### src/rtl/alu_issue_decode.sv
// RV32I decode/issue stage: decodes into the ALU control bundle and holds results in a two-entry skid buffer.
// Optional macro DEC_ILLEGAL_TRAP_EN adds the out_illegal port.
module alu_issue_decode #(
  parameter int unsigned XLEN          = 32,
  parameter int unsigned ALU_CTRL_BITS = 5
) (
  input  logic                     clk,
  input  logic                     rst_n,
  input  logic                     flush,
  input  logic                     in_valid,
  output logic                     in_ready,
  input  logic [31:0]              in_inst,
  input  logic [XLEN-1:0]          in_pc,
  output logic [4:0]               rs1_addr,
  output logic [4:0]               rs2_addr,
  input  logic [XLEN-1:0]          rs1_data,
  input  logic [XLEN-1:0]          rs2_data,
  output logic                     out_valid,
  input  logic                     out_ready,
  output logic [XLEN-1:0]          out_pc,
  output logic [XLEN-1:0]          out_rdata1,
  output logic [XLEN-1:0]          out_rdata2,
  output logic [XLEN-1:0]          out_imm,
  output logic [ALU_CTRL_BITS-1:0] out_alu_ctrl,
  output logic                     out_alu_pcsrc,
  output logic                     out_alu_immsrc,
  output logic [4:0]               out_rd,
  output logic [2:0]               out_funct3,
  output logic                     out_reg_we,
  output logic                     out_mem_re,
  output logic                     out_mem_we
`ifdef DEC_ILLEGAL_TRAP_EN
  ,
  output logic                     out_illegal
`endif
);

  localparam logic [ALU_CTRL_BITS-1:0] ALUCTRL_ADD   = ALU_CTRL_BITS'(0);
  localparam logic [ALU_CTRL_BITS-1:0] ALUCTRL_SUB   = ALU_CTRL_BITS'(1);
  localparam logic [ALU_CTRL_BITS-1:0] ALUCTRL_SLL   = ALU_CTRL_BITS'(2);
  localparam logic [ALU_CTRL_BITS-1:0] ALUCTRL_SLT   = ALU_CTRL_BITS'(3);
  localparam logic [ALU_CTRL_BITS-1:0] ALUCTRL_SLTU  = ALU_CTRL_BITS'(4);
  localparam logic [ALU_CTRL_BITS-1:0] ALUCTRL_XOR   = ALU_CTRL_BITS'(5);
  localparam logic [ALU_CTRL_BITS-1:0] ALUCTRL_SRL   = ALU_CTRL_BITS'(6);
  localparam logic [ALU_CTRL_BITS-1:0] ALUCTRL_SRA   = ALU_CTRL_BITS'(7);
  localparam logic [ALU_CTRL_BITS-1:0] ALUCTRL_OR    = ALU_CTRL_BITS'(8);
  localparam logic [ALU_CTRL_BITS-1:0] ALUCTRL_AND   = ALU_CTRL_BITS'(9);
  localparam logic [ALU_CTRL_BITS-1:0] ALUCTRL_BEQ   = ALU_CTRL_BITS'(10);
  localparam logic [ALU_CTRL_BITS-1:0] ALUCTRL_BNE   = ALU_CTRL_BITS'(11);
  localparam logic [ALU_CTRL_BITS-1:0] ALUCTRL_BLT   = ALU_CTRL_BITS'(12);
  localparam logic [ALU_CTRL_BITS-1:0] ALUCTRL_BGE   = ALU_CTRL_BITS'(13);
  localparam logic [ALU_CTRL_BITS-1:0] ALUCTRL_BLTU  = ALU_CTRL_BITS'(14);
  localparam logic [ALU_CTRL_BITS-1:0] ALUCTRL_BGEU  = ALU_CTRL_BITS'(15);
  localparam logic [ALU_CTRL_BITS-1:0] ALUCTRL_JAL   = ALU_CTRL_BITS'(16);
  localparam logic [ALU_CTRL_BITS-1:0] ALUCTRL_JALR  = ALU_CTRL_BITS'(17);
  localparam logic [ALU_CTRL_BITS-1:0] ALUCTRL_AUIPC = ALU_CTRL_BITS'(18);

  localparam logic [6:0] OPC_LUI    = 7'b0110111;
  localparam logic [6:0] OPC_AUIPC  = 7'b0010111;
  localparam logic [6:0] OPC_JAL    = 7'b1101111;
  localparam logic [6:0] OPC_JALR   = 7'b1100111;
  localparam logic [6:0] OPC_BRANCH = 7'b1100011;
  localparam logic [6:0] OPC_LOAD   = 7'b0000011;
  localparam logic [6:0] OPC_STORE  = 7'b0100011;
  localparam logic [6:0] OPC_OPIMM  = 7'b0010011;
  localparam logic [6:0] OPC_OP     = 7'b0110011;

  typedef struct packed {
    logic [XLEN-1:0]          pc;
    logic [XLEN-1:0]          rdata1;
    logic [XLEN-1:0]          rdata2;
    logic [XLEN-1:0]          imm;
    logic [ALU_CTRL_BITS-1:0] alu_ctrl;
    logic                     pcsrc;
    logic                     immsrc;
    logic [4:0]               rd;
    logic [2:0]               funct3;
    logic                     reg_we;
    logic                     mem_re;
    logic                     mem_we;
`ifdef DEC_ILLEGAL_TRAP_EN
    logic                     illegal;
`endif
  } payload_t;

  typedef enum logic [1:0] {ST_EMPTY, ST_ONE, ST_TWO} state_t;

  logic [6:0]      opcode;
  logic [2:0]      funct3;
  logic            funct7_5;
  logic [XLEN-1:0] imm_i, imm_s, imm_b, imm_u, imm_j;
  logic            illegal;
  payload_t        dec;
  payload_t        main_q, skid_q;
  state_t          state, state_nxt;
  logic            load_main, load_skid, skid_to_main;
  logic            in_xfer, out_xfer;

  assign opcode   = in_inst[6:0];
  assign funct3   = in_inst[14:12];
  assign funct7_5 = in_inst[30];

  assign imm_i = XLEN'($signed(in_inst[31:20]));
  assign imm_s = XLEN'($signed({in_inst[31:25], in_inst[11:7]}));
  assign imm_b = XLEN'($signed({in_inst[31], in_inst[7], in_inst[30:25], in_inst[11:8], 1'b0}));
  assign imm_u = XLEN'($signed({in_inst[31:12], 12'b0}));
  assign imm_j = XLEN'($signed({in_inst[31], in_inst[19:12], in_inst[20], in_inst[30:21], 1'b0}));

  assign rs1_addr = (opcode == OPC_LUI || opcode == OPC_JAL) ? 5'd0 : in_inst[19:15];
  assign rs2_addr = in_inst[24:20];

  // Instruction decode into the payload bundle
  always_comb begin
    dec        = '0;
    illegal    = 1'b0;
    dec.pc     = in_pc;
    dec.rdata1 = rs1_data;
    dec.rdata2 = rs2_data;
    dec.rd     = in_inst[11:7];
    dec.funct3 = funct3;
    unique case (opcode)
      OPC_LUI:   begin dec.alu_ctrl = ALUCTRL_ADD;   dec.immsrc = 1'b1; dec.imm = imm_u; dec.reg_we = 1'b1; end
      OPC_AUIPC: begin dec.alu_ctrl = ALUCTRL_AUIPC; dec.pcsrc = 1'b1; dec.immsrc = 1'b1; dec.imm = imm_u; dec.reg_we = 1'b1; end
      OPC_JAL:   begin dec.alu_ctrl = ALUCTRL_JAL;   dec.pcsrc = 1'b1; dec.immsrc = 1'b1; dec.imm = imm_j; dec.reg_we = 1'b1; end
      OPC_JALR:  begin dec.alu_ctrl = ALUCTRL_JALR;  dec.immsrc = 1'b1; dec.imm = imm_i; dec.reg_we = 1'b1; end
      OPC_BRANCH: begin
        dec.imm = imm_b;
        unique case (funct3)
          3'b000:  dec.alu_ctrl = ALUCTRL_BEQ;
          3'b001:  dec.alu_ctrl = ALUCTRL_BNE;
          3'b100:  dec.alu_ctrl = ALUCTRL_BLT;
          3'b101:  dec.alu_ctrl = ALUCTRL_BGE;
          3'b110:  dec.alu_ctrl = ALUCTRL_BLTU;
          3'b111:  dec.alu_ctrl = ALUCTRL_BGEU;
          default: illegal      = 1'b1;
        endcase
      end
      OPC_LOAD:  begin dec.alu_ctrl = ALUCTRL_ADD; dec.immsrc = 1'b1; dec.imm = imm_i; dec.mem_re = 1'b1; dec.reg_we = 1'b1; end
      OPC_STORE: begin dec.alu_ctrl = ALUCTRL_ADD; dec.immsrc = 1'b1; dec.imm = imm_s; dec.mem_we = 1'b1; end
      OPC_OPIMM, OPC_OP: begin
        dec.immsrc = (opcode == OPC_OPIMM);
        dec.imm    = (opcode == OPC_OPIMM) ? imm_i : '0;
        dec.reg_we = 1'b1;
        unique case (funct3)
          3'b000:  dec.alu_ctrl = (opcode == OPC_OP && funct7_5) ? ALUCTRL_SUB : ALUCTRL_ADD;
          3'b001:  dec.alu_ctrl = ALUCTRL_SLL;
          3'b010:  dec.alu_ctrl = ALUCTRL_SLT;
          3'b011:  dec.alu_ctrl = ALUCTRL_SLTU;
          3'b100:  dec.alu_ctrl = ALUCTRL_XOR;
          3'b101:  dec.alu_ctrl = funct7_5 ? ALUCTRL_SRA : ALUCTRL_SRL;
          3'b110:  dec.alu_ctrl = ALUCTRL_OR;
          default: dec.alu_ctrl = ALUCTRL_AND;
        endcase
      end
      default: illegal = 1'b1;
    endcase
    // Illegal encodings issue as an ADD with no side effects
    if (illegal) begin
      dec.alu_ctrl = ALUCTRL_ADD;
      dec.pcsrc    = 1'b0;
      dec.immsrc   = 1'b0;
      dec.imm      = '0;
      dec.reg_we   = 1'b0;
      dec.mem_re   = 1'b0;
      dec.mem_we   = 1'b0;
    end
`ifdef DEC_ILLEGAL_TRAP_EN
    dec.illegal = illegal;
`endif
    if (dec.rd == 5'd0) dec.reg_we = 1'b0;
  end

  assign in_xfer  = in_valid & in_ready;
  assign out_xfer = out_valid & out_ready;

  // Skid buffer next-state and load selects
  always_comb begin
    state_nxt    = state;
    load_main    = 1'b0;
    load_skid    = 1'b0;
    skid_to_main = 1'b0;
    if (flush) begin
      state_nxt = ST_EMPTY;
    end else begin
      unique case (state)
        ST_EMPTY: if (in_xfer) begin load_main = 1'b1; state_nxt = ST_ONE; end
        ST_ONE: begin
          if (in_xfer && out_xfer) load_main = 1'b1;
          else if (in_xfer) begin load_skid = 1'b1; state_nxt = ST_TWO; end
          else if (out_xfer) state_nxt = ST_EMPTY;
        end
        ST_TWO: if (out_xfer) begin skid_to_main = 1'b1; state_nxt = ST_ONE; end
        default: state_nxt = ST_EMPTY;
      endcase
    end
  end

  always_ff @(posedge clk) begin
    if (!rst_n) begin
      state     <= ST_EMPTY;
      in_ready  <= 1'b1;
      out_valid <= 1'b0;
      main_q    <= '0;
      skid_q    <= '0;
    end else begin
      state     <= state_nxt;
      in_ready  <= (state_nxt != ST_TWO);
      out_valid <= (state_nxt != ST_EMPTY);
      if (load_main)         main_q <= dec;
      else if (skid_to_main) main_q <= skid_q;
      if (load_skid)         skid_q <= dec;
    end
  end

  assign out_pc         = main_q.pc;
  assign out_rdata1     = main_q.rdata1;
  assign out_rdata2     = main_q.rdata2;
  assign out_imm        = main_q.imm;
  assign out_alu_ctrl   = main_q.alu_ctrl;
  assign out_alu_pcsrc  = main_q.pcsrc;
  assign out_alu_immsrc = main_q.immsrc;
  assign out_rd         = main_q.rd;
  assign out_funct3     = main_q.funct3;
  assign out_reg_we     = main_q.reg_we;
  assign out_mem_re     = main_q.mem_re;
  assign out_mem_we     = main_q.mem_we;
`ifdef DEC_ILLEGAL_TRAP_EN
  assign out_illegal    = main_q.illegal;
`endif

endmodule
### config.mk
export PLATFORM = sky130hd
export DESIGN_NAME = alu_issue_decode
export DESIGN_NICKNAME = d
export VERILOG_FILES = /design/src/rtl/alu_issue_decode.sv
export SDC_FILE = /design/constraint.sdc
export NUM_CORES = 1
export LEC_CHECK = 0
export CORE_MARGIN = 1.5
export CORE_UTILIZATION = 54
export DETAILED_ROUTE_END_ITERATION = 16
export PLACE_DENSITY = 0.86
export SYNTH_ARGS = -nofsm -noshare
export SYNTH_HDL_FRONTEND = slang
export SYNTH_SLANG_ARGS = --single-unit
export TNS_END_PERCENT = 5
### constraint.sdc
create_clock -name clk -period 3.94 [get_ports clk]
set_input_delay 1.182 -clock clk [delete_from_list [all_inputs] [get_ports clk]]
set_output_delay 1.182 -clock clk [all_outputs]
set_load 0.02 [all_outputs]
==> out/results.tsv <==
metric	value	unit
critPathCaptureType	output pin	
finalNonFillerCells	2000	
numCtsBuffers	30	
worst_pin_slew	1.08	ns
hold_viol	0	
synth_edf_count	0	
wire_per_inst	17.7	um
synthDistinctLibCells	68	
track_usage	28.8	%
syn-instance-count	1475	
htreeDepth	1	
dp_hpwl	22.6	mm
synth_fp_nets	1608	
power_frac_seq	45.2	%
clkSinkCount	296	
first_iter_violations	1075	
relSlewSlack	28.0	%
final-max-slew-violation-count	0	
grt_max_degree	115	
nNetsFinal	1829	
p_sw_share	24.2	%
max_cap_viol_count	0	
placed_cells	1944	
num_rows	54	
drc	0	
yosysMostFrequentCell	nand2_1	
crit_slowest_cell	clkdlybuf4s50_1	
status	completed	
viasPerCell	5.92	
place_congestion	0.905	
antenna_found_initial	1	
core_area	22000	um^2
synthTopCellsByArea	dfxtp_1, nand2_1, a311oi_1	
drt-total-wl	35.5	mm
clockBufferDepth	3	
vias	11848	
ir_worst_vdd	0.311	mV
async_flop_share	0	%
min_path_type	reg -> reg	
area_growth	32.6	%
arrival	2.67	ns
power.switching	0.00169	W
die_h	154	um
combinationalPowerShare	12.5	%
critPathKind	in -> out	
initial_utilization	55.7	%
power_density	430	nW/um^2
diodes	0	
cts_hold_buf	0	
synthTopCellsByCount	nand2_1, dfxtp_1, a21oi_1	
p_int	0.00531	W
slowest_delay	0.50	ns
p_clk_share	42.2	%
port_buffers	290	
io_pins	291	
worstPathRequired	2.76	ns
netlist_area	12300	um^2
drive_gt1_share	6.34	%
cts_tree	done	
finalPower	0.00700	W
fin_crit	3.86	ns
n_fill_cell	1599	
critPathTopFamily	buffers and inverters	
syn_avg_cell_area	8.32	um^2
crit_buf_inv	3	
path_cells	clkdlybuf4s50_1 -> or3b_4 -> a21oi_1 -> buf_4 -> nor2b_1 -> clkdlybuf4s15_1	
rsz0062_at_grt	false	
ys_ff_latch	296	
tns	0	ns
regArea	5930	um^2
ys.flop_type	dfxtp_1	
die_area	23600	um^2
ys_seq_area_share	48.3	%
cp_max_fo	5	
fmax	259	MHz
clk_latency	0.54	ns
multi_input_area	5630	um^2
dieWidth	154	um
setup_violations	0	
grt_pass1_vias	11383	
skew	0.00807	ns
synth_area_leader_cell	dfxtp_1	
yosysTopAreaCellShare	48.3	%
firstDrtPassIters	6	
ant_nets	0	
gr-total-overflow	0	
grt_first_pass_wirelength	56.8	mm
ys_warn_count	0	
cp-start-kind	input pin	
cts_root_buf	clkbuf_16	
min_period_over_period	97.9	%
p_leak	5.66	nW
path_clk_slew	0.06	ns
## through the flow
| step | instance area, um^2 | setup WS [ns] | hold WS [ns] | util, % |
|---|---|---|---|---|
| 2_1_floorplan | 12300 | 0.609 | 0.432 | - |
| 3_3_place_gp | 15200 | -0.141 | 0.441 | 69.1 |
| 3_5_place_dp | 15200 | -0.169 | 0.446 | 69.1 |
| 4_1_cts | 16300 | 0.0466 | 0.455 | 73.8 |
| 5_1_grt | 16300 | 0.00217 | 0.471 | 73.9 |
| 6_report | 16300 | 0.0831 | 0.453 | 73.9 |
## sequential cells by signal, indices dropped and copies added (netlist names)
| register | flops |
|---|---|
| out_valid | 1 |
| state | 2 |
| out_rdata1 | 32 |
| out_mem_we | 1 |
| skid_q | 146 |
| out_reg_we | 1 |
| in_ready | 1 |
| out_rd | 5 |
| out_pc | 32 |
| out_imm | 32 |
| out_alu_ctrl | 5 |
| out_funct3 | 3 |
| out_rdata2 | 32 |
| out_alu_pcsrc | 1 |
| out_mem_re | 1 |
| out_alu_immsrc | 1 |
## power groups by stage
stage	Clock (W)	Sequential (W)	Combinational, W
after CTS	0.00299	0.00317	0.000871
after floorplan	0	0.00333	0.000320
final	0.00296	0.00317	0.000876
after global placement	0	0.00323	0.000847
after global routing	0.00311	0.00318	0.000931
after detailed placement	0	0.00323	0.000863
## worst register-to-register path, delay by kind of cell, from the launching register on
family	cells	cell delay, ns
compound gates	2	0.83
buf+inv	1	0.41
flops	1	0.75
simple gates	2	0.40
## final cells by class
cell class	count	share of cell area (%)
tap	280	2.15
clock buffer	48	5.71
clock inverter	8	0.723
multi-input combinational	1029	34.6
sequential	296	36.4
timing repair buffer	329	20.1
inverter	10	0.261
## cell families (layout without fill, tap and decap cells)
kind of cell	count (synthesis)	after routing	synth area share, %
and+or+nand+nor	621	621	21.0
xor gates and xnor gates	1	1	0.0714
buffers and inverters	150	395	6.18
AOI/OAI and AO/OA	374	374	21.7
muxes	33	33	2.74
DFF	296	296	48.3
## cell usage in the layout, fill, tap and decap left out, drive strengths merged, types with 5 or more instances in the layout
cell type	Yosys	routed
nand2	442	442
dfxtp	296	296
clkdlybuf4s50	0	285
a21oi	135	135
nor2	117	117
a311oi	110	110
clkbuf	67	48
buf	73	39
mux2i	31	31
o22ai	27	27
o2bb2ai	24	24
a22oi	16	16
nand3	14	14
o21ai	12	12
inv	10	10
nor2b	9	9
o32ai	8	8
a211oi	7	7
o31ai	6	6
nand4bb	5	5
clkdlybuf4s15	0	5
nor3	5	5
## final timing paths
check	start	to	slack, ns	cells after the start
worst max-delay path	in_inst[4]	rs1_addr[3]	0.08	6
worst min-delay path	skid_q[113]	skid_q[113]	0.45	2
worst max register to register	state[1]	out_pc[19]	1.44	5
worst min register to register	skid_q[113]	skid_q[113]	0.45	2
## metal layers
layer | global-route usage [%] | wire (um)
met4 | 14.6 | 1680
met5 | 0 | 13
met2 | 46.6 | 16500
met1 | 36.7 | 14600
met3 | 5.61 | 2740
## repair_timing
action                                  4_1_cts  5_1_grt
buffers inserted                              0        0
endpoints found under the setup margin        5        5
resized for setup                             5        6
gates cloned                                  0        0
Power figures use the tool's default switching activity.
